$ cat src/rtl/lcd_text_engine.sv
// lcd_text_engine: HD44780-compatible character-LCD controller (8-bit bus).
// Buffers characters in a FIFO and runs the power-on init sequence. It
// tracks the cursor and auto-wraps across a ROWS x COLS display.
// Optional feature macro: LCD_CTRL_CHARS_EN. When it is defined, 0x0A is
// treated as newline and 0x0C as form-feed (clear). Otherwise every byte is
// written to the display as data.
module lcd_text_engine #(
    parameter int CLK_HZ     = 50_000_000,
    parameter int ROWS       = 2,
    parameter int COLS       = 16,
    parameter int FIFO_DEPTH = 16,
    parameter int T_PWR_CYC  = 750_000,
    parameter int T_EN_CYC   = 25,
    parameter int T_CMD_CYC  = 2_000,
    parameter int T_CLR_CYC  = 82_000
) (
    input  logic                                      clk,
    input  logic                                      rstb,
    input  logic [7:0]                                char_in,
    input  logic                                      char_valid,
    output logic                                      char_ready,
    output logic                                      busy,
    output logic [((ROWS > 1) ? $clog2(ROWS) : 1)-1:0] cursor_row,
    output logic [$clog2(COLS)-1:0]                   cursor_col,
    output logic [7:0]                                lcd_data,
    output logic                                      lcd_rs,
    output logic                                      lcd_rw,
    output logic                                      lcd_en
);

    localparam int RW    = (ROWS > 1) ? $clog2(ROWS) : 1;
    localparam int CLW   = $clog2(COLS);
    localparam int AW    = $clog2(FIFO_DEPTH);
    localparam int CNT_W = $clog2(T_PWR_CYC + T_CLR_CYC + T_CMD_CYC + T_EN_CYC + 2);

    localparam logic [CNT_W-1:0] PWR_LAST = CNT_W'(T_PWR_CYC - 1);
    localparam logic [CNT_W-1:0] EN_LAST  = CNT_W'(T_EN_CYC);
    localparam logic [CNT_W-1:0] CMD_LAST = CNT_W'(T_CMD_CYC - 1);
    localparam logic [CNT_W-1:0] CLR_LAST = CNT_W'(T_CLR_CYC - 1);
    localparam logic [AW:0]      FIFO_FULL = (AW + 1)'(FIFO_DEPTH);
    localparam logic [RW-1:0]    ROW_LAST  = RW'(ROWS - 1);
    localparam logic [CLW-1:0]   COL_LAST  = CLW'(COLS - 1);
    localparam logic [2:0]       INIT_CMDS = 3'd4;

    // Reject illegal configurations at elaboration time.
    generate
        if (ROWS != 1 && ROWS != 2 && ROWS != 4) begin : g_bad_rows
            $error("lcd_text_engine: ROWS must be 1, 2 or 4");
        end
        if (COLS < 8 || COLS > 40) begin : g_bad_cols
            $error("lcd_text_engine: COLS must be 8..40");
        end
        if (FIFO_DEPTH < 2 || (FIFO_DEPTH & (FIFO_DEPTH - 1)) != 0) begin : g_bad_depth
            $error("lcd_text_engine: FIFO_DEPTH must be a power of 2, >= 2");
        end
        if (CLK_HZ <= 0) begin : g_bad_clk
            $error("lcd_text_engine: CLK_HZ must be positive");
        end
    endgenerate

    // PWR_WAIT -> INIT -> IDLE <-> XFER -> WAIT.
    // INIT and XFER each cover the setup cycle and the enable pulse.
    // INIT is used for init commands and XFER for everything else.
    typedef enum logic [2:0] {PWR_WAIT, INIT, IDLE, XFER, WAIT} state_t;
    // What the in-flight transaction does to the cursor when its wait ends.
    typedef enum logic [1:0] {TX_CMD, TX_DATA, TX_NEWLINE, TX_CLEAR} tx_kind_t;

    // Init command for step idx; the function set depends on the row count.
    function automatic logic [7:0] init_cmd(input logic [2:0] idx);
        case (idx)
            3'd0:    return (ROWS == 1) ? 8'h30 : 8'h38;
            3'd1:    return 8'h0C;
            3'd2:    return 8'h01;
            default: return 8'h06;
        endcase
    endfunction

    // Set-DDRAM command for column 0 of row r.
    function automatic logic [7:0] set_ddram(input logic [RW-1:0] r);
        case (int'(r))
            0:       return 8'h80;
            1:       return 8'hC0;
            2:       return 8'h80 + 8'(COLS);
            default: return 8'hC0 + 8'(COLS);
        endcase
    endfunction

    // ---------------- character FIFO ----------------
    logic [7:0]    fifo_mem [FIFO_DEPTH];
    logic [AW-1:0] wr_ptr, rd_ptr;
    logic [AW:0]   fifo_count;
    logic          fifo_empty, push, pop;
    logic [7:0]    fifo_head;

    assign char_ready = (fifo_count != FIFO_FULL);
    assign fifo_empty = (fifo_count == '0);
    assign push       = char_valid && char_ready;
    assign fifo_head  = fifo_mem[rd_ptr];

    // Pointer and occupancy tracking; reset discards any buffered text.
    always_ff @(posedge clk or negedge rstb) begin
        if (!rstb) begin
            wr_ptr     <= '0;
            rd_ptr     <= '0;
            fifo_count <= '0;
        end else begin
            // NOTE: sequential state uses non-blocking assignments so every
            // flop samples pre-edge values regardless of statement order.
            if (push) wr_ptr <= wr_ptr + 1'b1;
            if (pop)  rd_ptr <= rd_ptr + 1'b1;
            case ({push, pop})
                2'b10:   fifo_count <= fifo_count + 1'b1;
                2'b01:   fifo_count <= fifo_count - 1'b1;
                default: fifo_count <= fifo_count;
            endcase
        end
    end

    // Storage write.
    // NOTE: the storage array has no reset; the pointers alone define
    // which entries are valid, so it can map to plain RAM.
    always_ff @(posedge clk) begin
        if (push) fifo_mem[wr_ptr] <= char_in;
    end

    // ---------------- sequencer ----------------
    state_t           state, state_n;
    tx_kind_t         kind, kind_n;
    logic [CNT_W-1:0] cnt, cnt_n;
    logic [2:0]       init_idx, init_idx_n;
    logic             long_wait, long_wait_n;
    logic             held_valid, held_valid_n;
    logic [7:0]       held_char, held_char_n;
    logic [RW-1:0]    row, row_n, row_inc;
    logic [CLW-1:0]   col, col_n;
    logic             pending, pending_n;
    logic [7:0]       data_n;
    logic             rs_n, en_n;
    logic             wait_done, is_newline, is_clear;

    assign row_inc   = (row == ROW_LAST) ? '0 : row + 1'b1;
    assign wait_done = (cnt == (long_wait ? CLR_LAST : CMD_LAST));

`ifdef LCD_CTRL_CHARS_EN
    assign is_newline = (fifo_head == 8'h0A);
    assign is_clear   = (fifo_head == 8'h0C);
`else
    assign is_newline = 1'b0;
    assign is_clear   = 1'b0;
`endif

    // Next-state, transaction loading and cursor bookkeeping.
    always_comb begin
        // NOTE: every variable gets a default first so that no path through
        // the case statement can infer a latch.
        state_n      = state;
        kind_n       = kind;
        cnt_n        = cnt;
        init_idx_n   = init_idx;
        long_wait_n  = long_wait;
        held_valid_n = held_valid;
        held_char_n  = held_char;
        row_n        = row;
        col_n        = col;
        pending_n    = pending;
        data_n       = lcd_data;
        rs_n         = lcd_rs;
        en_n         = 1'b0;
        pop          = 1'b0;

        case (state)
            PWR_WAIT: begin
                if (cnt == PWR_LAST) begin
                    state_n     = INIT;
                    cnt_n       = '0;
                    data_n      = init_cmd(3'd0);
                    rs_n        = 1'b0;
                    kind_n      = TX_CMD;
                    long_wait_n = 1'b0;
                    init_idx_n  = 3'd1;
                end else begin
                    cnt_n = cnt + 1'b1;
                end
            end

            INIT, XFER: begin
                // cnt 0 is the setup cycle; cnt 1..T_EN_CYC drive the strobe.
                if (cnt == EN_LAST) begin
                    state_n = WAIT;
                    cnt_n   = '0;
                end else begin
                    cnt_n = cnt + 1'b1;
                    en_n  = 1'b1;
                end
            end

            WAIT: begin
                if (wait_done) begin
                    cnt_n = '0;
                    case (kind)
                        TX_DATA: begin
                            if (col == COL_LAST) begin
                                col_n     = '0;
                                row_n     = row_inc;
                                pending_n = 1'b1;
                            end else begin
                                col_n = col + 1'b1;
                            end
                        end
                        TX_NEWLINE: begin
                            row_n = row_inc;
                            col_n = '0;
                        end
                        TX_CLEAR: begin
                            row_n = '0;
                            col_n = '0;
                        end
                        default: ;
                    endcase
                    // Chain the next transaction with no gap when one is due.
                    if (init_idx != INIT_CMDS) begin
                        state_n     = INIT;
                        data_n      = init_cmd(init_idx);
                        rs_n        = 1'b0;
                        kind_n      = TX_CMD;
                        long_wait_n = (init_idx == 3'd2);
                        init_idx_n  = init_idx + 1'b1;
                    end else if (held_valid) begin
                        state_n      = XFER;
                        data_n       = held_char;
                        rs_n         = 1'b1;
                        kind_n       = TX_DATA;
                        long_wait_n  = 1'b0;
                        held_valid_n = 1'b0;
                    end else begin
                        state_n = IDLE;
                    end
                end else begin
                    cnt_n = cnt + 1'b1;
                end
            end

            IDLE: begin
                if (!fifo_empty) begin
                    pop         = 1'b1;
                    state_n     = XFER;
                    cnt_n       = '0;
                    rs_n        = 1'b0;
                    kind_n      = TX_CMD;
                    long_wait_n = 1'b0;
                    if (is_newline) begin
                        data_n    = set_ddram(row_inc);
                        kind_n    = TX_NEWLINE;
                        pending_n = 1'b0;
                    end else if (is_clear) begin
                        data_n      = 8'h01;
                        kind_n      = TX_CLEAR;
                        long_wait_n = 1'b1;
                        pending_n   = 1'b0;
                    end else if (pending) begin
                        // Re-address the LCD after a wrap, then write the byte.
                        data_n       = set_ddram(row);
                        held_char_n  = fifo_head;
                        held_valid_n = 1'b1;
                        pending_n    = 1'b0;
                    end else begin
                        data_n = fifo_head;
                        rs_n   = 1'b1;
                        kind_n = TX_DATA;
                    end
                end
            end

            default: state_n = PWR_WAIT;
        endcase
    end

    // State and registered LCD pins; reset drops lcd_en immediately.
    always_ff @(posedge clk or negedge rstb) begin
        if (!rstb) begin
            state      <= PWR_WAIT;
            kind       <= TX_CMD;
            cnt        <= '0;
            init_idx   <= '0;
            long_wait  <= 1'b0;
            held_valid <= 1'b0;
            held_char  <= '0;
            row        <= '0;
            col        <= '0;
            pending    <= 1'b0;
            lcd_data   <= '0;
            lcd_rs     <= 1'b0;
            lcd_en     <= 1'b0;
        end else begin
            state      <= state_n;
            kind       <= kind_n;
            cnt        <= cnt_n;
            init_idx   <= init_idx_n;
            long_wait  <= long_wait_n;
            held_valid <= held_valid_n;
            held_char  <= held_char_n;
            row        <= row_n;
            col        <= col_n;
            pending    <= pending_n;
            lcd_data   <= data_n;
            lcd_rs     <= rs_n;
            lcd_en     <= en_n;
        end
    end

    assign busy       = (state != IDLE) || !fifo_empty;
    assign cursor_row = row;
    assign cursor_col = col;
    assign lcd_rw     = 1'b0;

endmodule

$ cat config.mk
export PLATFORM = sky130hd
export DESIGN_NAME = lcd_text_engine
export DESIGN_NICKNAME = d
export VERILOG_FILES = /design/src/rtl/lcd_text_engine.sv
export SDC_FILE = /design/constraint.sdc
export NUM_CORES = 1
export LEC_CHECK = 0
export CAP_MARGIN = 15
export CORE_UTILIZATION = 40
export DETAILED_ROUTE_END_ITERATION = 12
export GPL_TIMING_DRIVEN = 1
export SETUP_SLACK_MARGIN = 0.2
export SLEW_MARGIN = 20
export SYNTH_ARGS = -nofsm -noshare
export SYNTH_HDL_FRONTEND = slang
export SYNTH_SLANG_ARGS = --single-unit
$ cat constraint.sdc
create_clock -name clk -period 3.26 [get_ports clk]
set_input_delay 0.652 -clock clk [delete_from_list [all_inputs] [get_ports clk]]
set_output_delay 0.652 -clock clk [all_outputs]
set_load 0.1 [all_outputs]
==> results.py <==
metrics = {
    "status": {
        "status": "finished, final reports clean",
    },
    "pwr": {
        "ir_worst_vdd_mv": 0.306,
        "powerDensity_nw_per_um2": 468,
        "leakagePower_uw": 0.00362,
    },
    "layout": {
        "antennaDiodeCount": 0,
        "area_growth_pct": 14.0,
        "drive_above_1_share_pct": 21.7,
        "fin_nets": 667,
        "fillers": 1835,
    },
    "routing": {
        "ant_nets": 0,
        "route.detailed.drc": 0,
        "wire_per_inst_um": 19.7,
        "num_vias": 5127,
        "drt_iter0_markers": 243,
        "first_pass_iters": 4,
        "finalWirelength_um": 18300,
        "viasPerCell": 5.52,
    },
    "clock_tree": {
        "cts_sinks": 193,
        "postCtsSetupRepairBufs": 0,
        "cts_tree": "built",
        "clk_pin_slew_ns": 0.08,
        "clkLatencyLatePin_ns": 0.43,
        "cts_buffers": 17,
        "clockBufferDepth": 2,
        "cts_hold_buffers": 0,
        "root_buffer": "clkbuf_16",
        "cts-htree-levels": 4,
        "cts-resized-gates": 0,
    },
    "global_routing": {
        "grt_antenna_before_repair": 0,
        "grt_first_pass_wirelength_um": 29200,
        "grt_pass1_vias": 5299,
        "grt_usage_pct": 17.7,
        "grt_max_degree": 66,
        "grt_overflow": 0,
    },
    "critical_path": {
        "crit_path_start_kind": "register",
        "cp-end-kind": "primary output",
        "r2r_start": "fifo_count[0]$_DFFE_PN0P_",
        "r2r-end": "fifo_count[4]$_DFFE_PN0P_",
        "ff2ff_path_depth": 12,
        "critPathRequiredTime_ns": 2.61,
        "crit_arrival_ns": 2.11,
        "crit_type": "register to primary output",
        "cp_max_fo": 8,
        "r2r_slack_ns": 0.50,
    },
    "floorplanning": {
        "start_util_pct": 41.0,
        "core_um2": 21100,
        "num_io_pins": 29,
        "rows": 53,
        "fp.dieW_um": 149,
        "fp.dieH_um": 149,
        "die_area_um2": 22200,
    },
    "synthesis": {
        "ys_warn_count": 0,
        "synthCells": 601,
        "ys_seq_area_share_pct": 63.2,
        "synth-async-reset-ratio_pct": 33.7,
        "yosys.cell_types.count": 68,
        "yosys.area.top_type": "edfxtp_1",
        "netlist_area_um2": 8650,
        "ys.flop_type": "edfxtp_1",
        "avgSynthCellArea_um2": 14.4,
        "netlist_top_cells_area": "edfxtp_1 44%, dfrtp_1 19%, mux4_2 8.3%, ha_1 2.2%, mux2i_1 1.9%",
        "ys_seq_elements": 193,
        "synth_top_area_share_pct": 44.4,
        "synth_edf_count": 128,
        "syn_nets": 627,
    },
    "placement": {
        "gp_congestion": 0.825,
        "dp_hpwl_um": 12600,
        "port_buffers": 27,
    },
    "timing": {
        "maxSlewViolCount": 0,
        "finalSetupViolCount": 0,
        "hold_viol": 0,
        "relSlewSlack_pct": 39.5,
        "tns_ns": 0,
        "worst_pin_slew_ns": 0.899,
        "rsz0062_at_grt": "no",
        "period_share_pct": 84.7,
        "max_clock_freq_mhz": 362,
        "layout_min_cycle_time_ns": 2.76,
        "whs_ns": 0.396,
        "fin_worst_skew_ns": 0.0179,
    },
    "job": {
        "drv_cap": 0,
    },
    "worst_hold_path": {
        "hp-class": "primary input to asynchronous set/reset pin",
    },
}
report_power, final:
part | internal, uW | total, uW | switching [uW]
Combinational | 10.6 | 52.1 | 41.5
Sequential | 2610 | 2610 | 0
Clock | 1020 | 1950 | 929
Total | 3640 | 4610 | 971
critical path, cell delays in order (launching register included):
cell and delay, ns:
dfrtp_1 0.49, or4_1 0.61, nor2_1 0.24, nand2_1 0.11
buf_4 0.24
logic make-up after synthesis:
group | Yosys count | synth area share (%)
other | 1 | 0.0434
AOI/OAI and AO/OA | 95 | 7.97
muxes | 60 | 11.7
DFF | 193 | 63.2
and+or+nand+nor | 160 | 9.85
buffers and inverters | 55 | 2.75
adders and majority gates | 15 | 2.17
xor gates and xnor gates | 22 | 2.23
per-stage QoR:
stage	setup slack, ns	total power, uW	util [%]	area [um2]	cells
after floorplan	0.222	2670	-	8670	601
after global placement	0.463	2720	44.2	9320	897
after detailed placement	0.366	2720	44.2	9320	897
after CTS	0.469	4660	46.8	9860	929
after global routing	0.319	4760	46.8	9860	929
final	0.498	4610	46.8	9860	929
synth_stat cells, types with 9 or more instances:
library cell / number
nand3_1: 12
inv_1: 20
ha_1: 15
clkbuf_1: 20
a21oi_1: 23
nor3_1: 14
nand4_1: 12
dfrtp_1: 65
mux4_2: 32
nor2_1: 34
nand2_1: 33
mux2_2: 9
mux2i_1: 16
a21oi_2: 11
xnor2_1: 9
edfxtp_1: 128
xor2_1: 13
how the worst max path moves through the flow:
stage,slack (ns),end,from,depth (start not counted)
finish,0.50,busy,fifo_count[1]$_DFFE_PN0P_,4
global route,0.32,fifo_count[4]$_DFFE_PN0P_,fifo_count[1]$_DFFE_PN0P_,12
CTS,0.47,busy,fifo_count[1]$_DFFE_PN0P_,4
detailed placement,0.37,fifo_count[4]$_DFFE_PN0P_,char_valid,11
global placement,0.46,fifo_count[4]$_DFFE_PN0P_,char_valid,11
floorplan,0.22,fifo_count[4]$_DFFE_PN0P_,fifo_count[1]$_DFFE_PN0P_,15
cells in the final DEF (no fill, tap or decap), types with 14 or more instances in the layout:
cell       synthesis  final
nand2_1           33     32
ha_1              15     15
edfxtp_1         128    128
dfrtp_1           65     64
nor3_1            14     14
a21oi_1           23     23
nor2_1            34     34
buf_4              2     43
mux4_2            32     32
clkbuf_16          0     17
mux2i_1           16     16
inv_1             20     20
flip-flops by register name, summed over array words and instances, names as in the netlist, 4 cells and up:
name,cells
fifo_count,5
cnt,20
lcd_data,8
wr_ptr,4
held_char,8
fifo_mem,128
rd_ptr,4
cursor_col,4
layer usage:
metal | track usage [%] | part of all wire, %
met4 | 5.87 | 0.86
met1 | 22.4 | 44
met5 | 0 | 0
met3 | 3.82 | 4.2
met2 | 30.0 | 51
layout make-up:
class / count / area [um2] / area share, %
Clock buffer: 20 / 447 / 4.53
Tap cell: 275 / 344 / 3.49
Timing Repair Buffer: 55 / 458 / 4.64
Inverter: 21 / 78.8 / 0.799
Sequential cell: 193 / 5470 / 55.5
Multi-Input combinational cell: 353 / 2960 / 30.1
Clock inverter: 12 / 98.8 / 1.00
(Power assumes the default switching activity.)
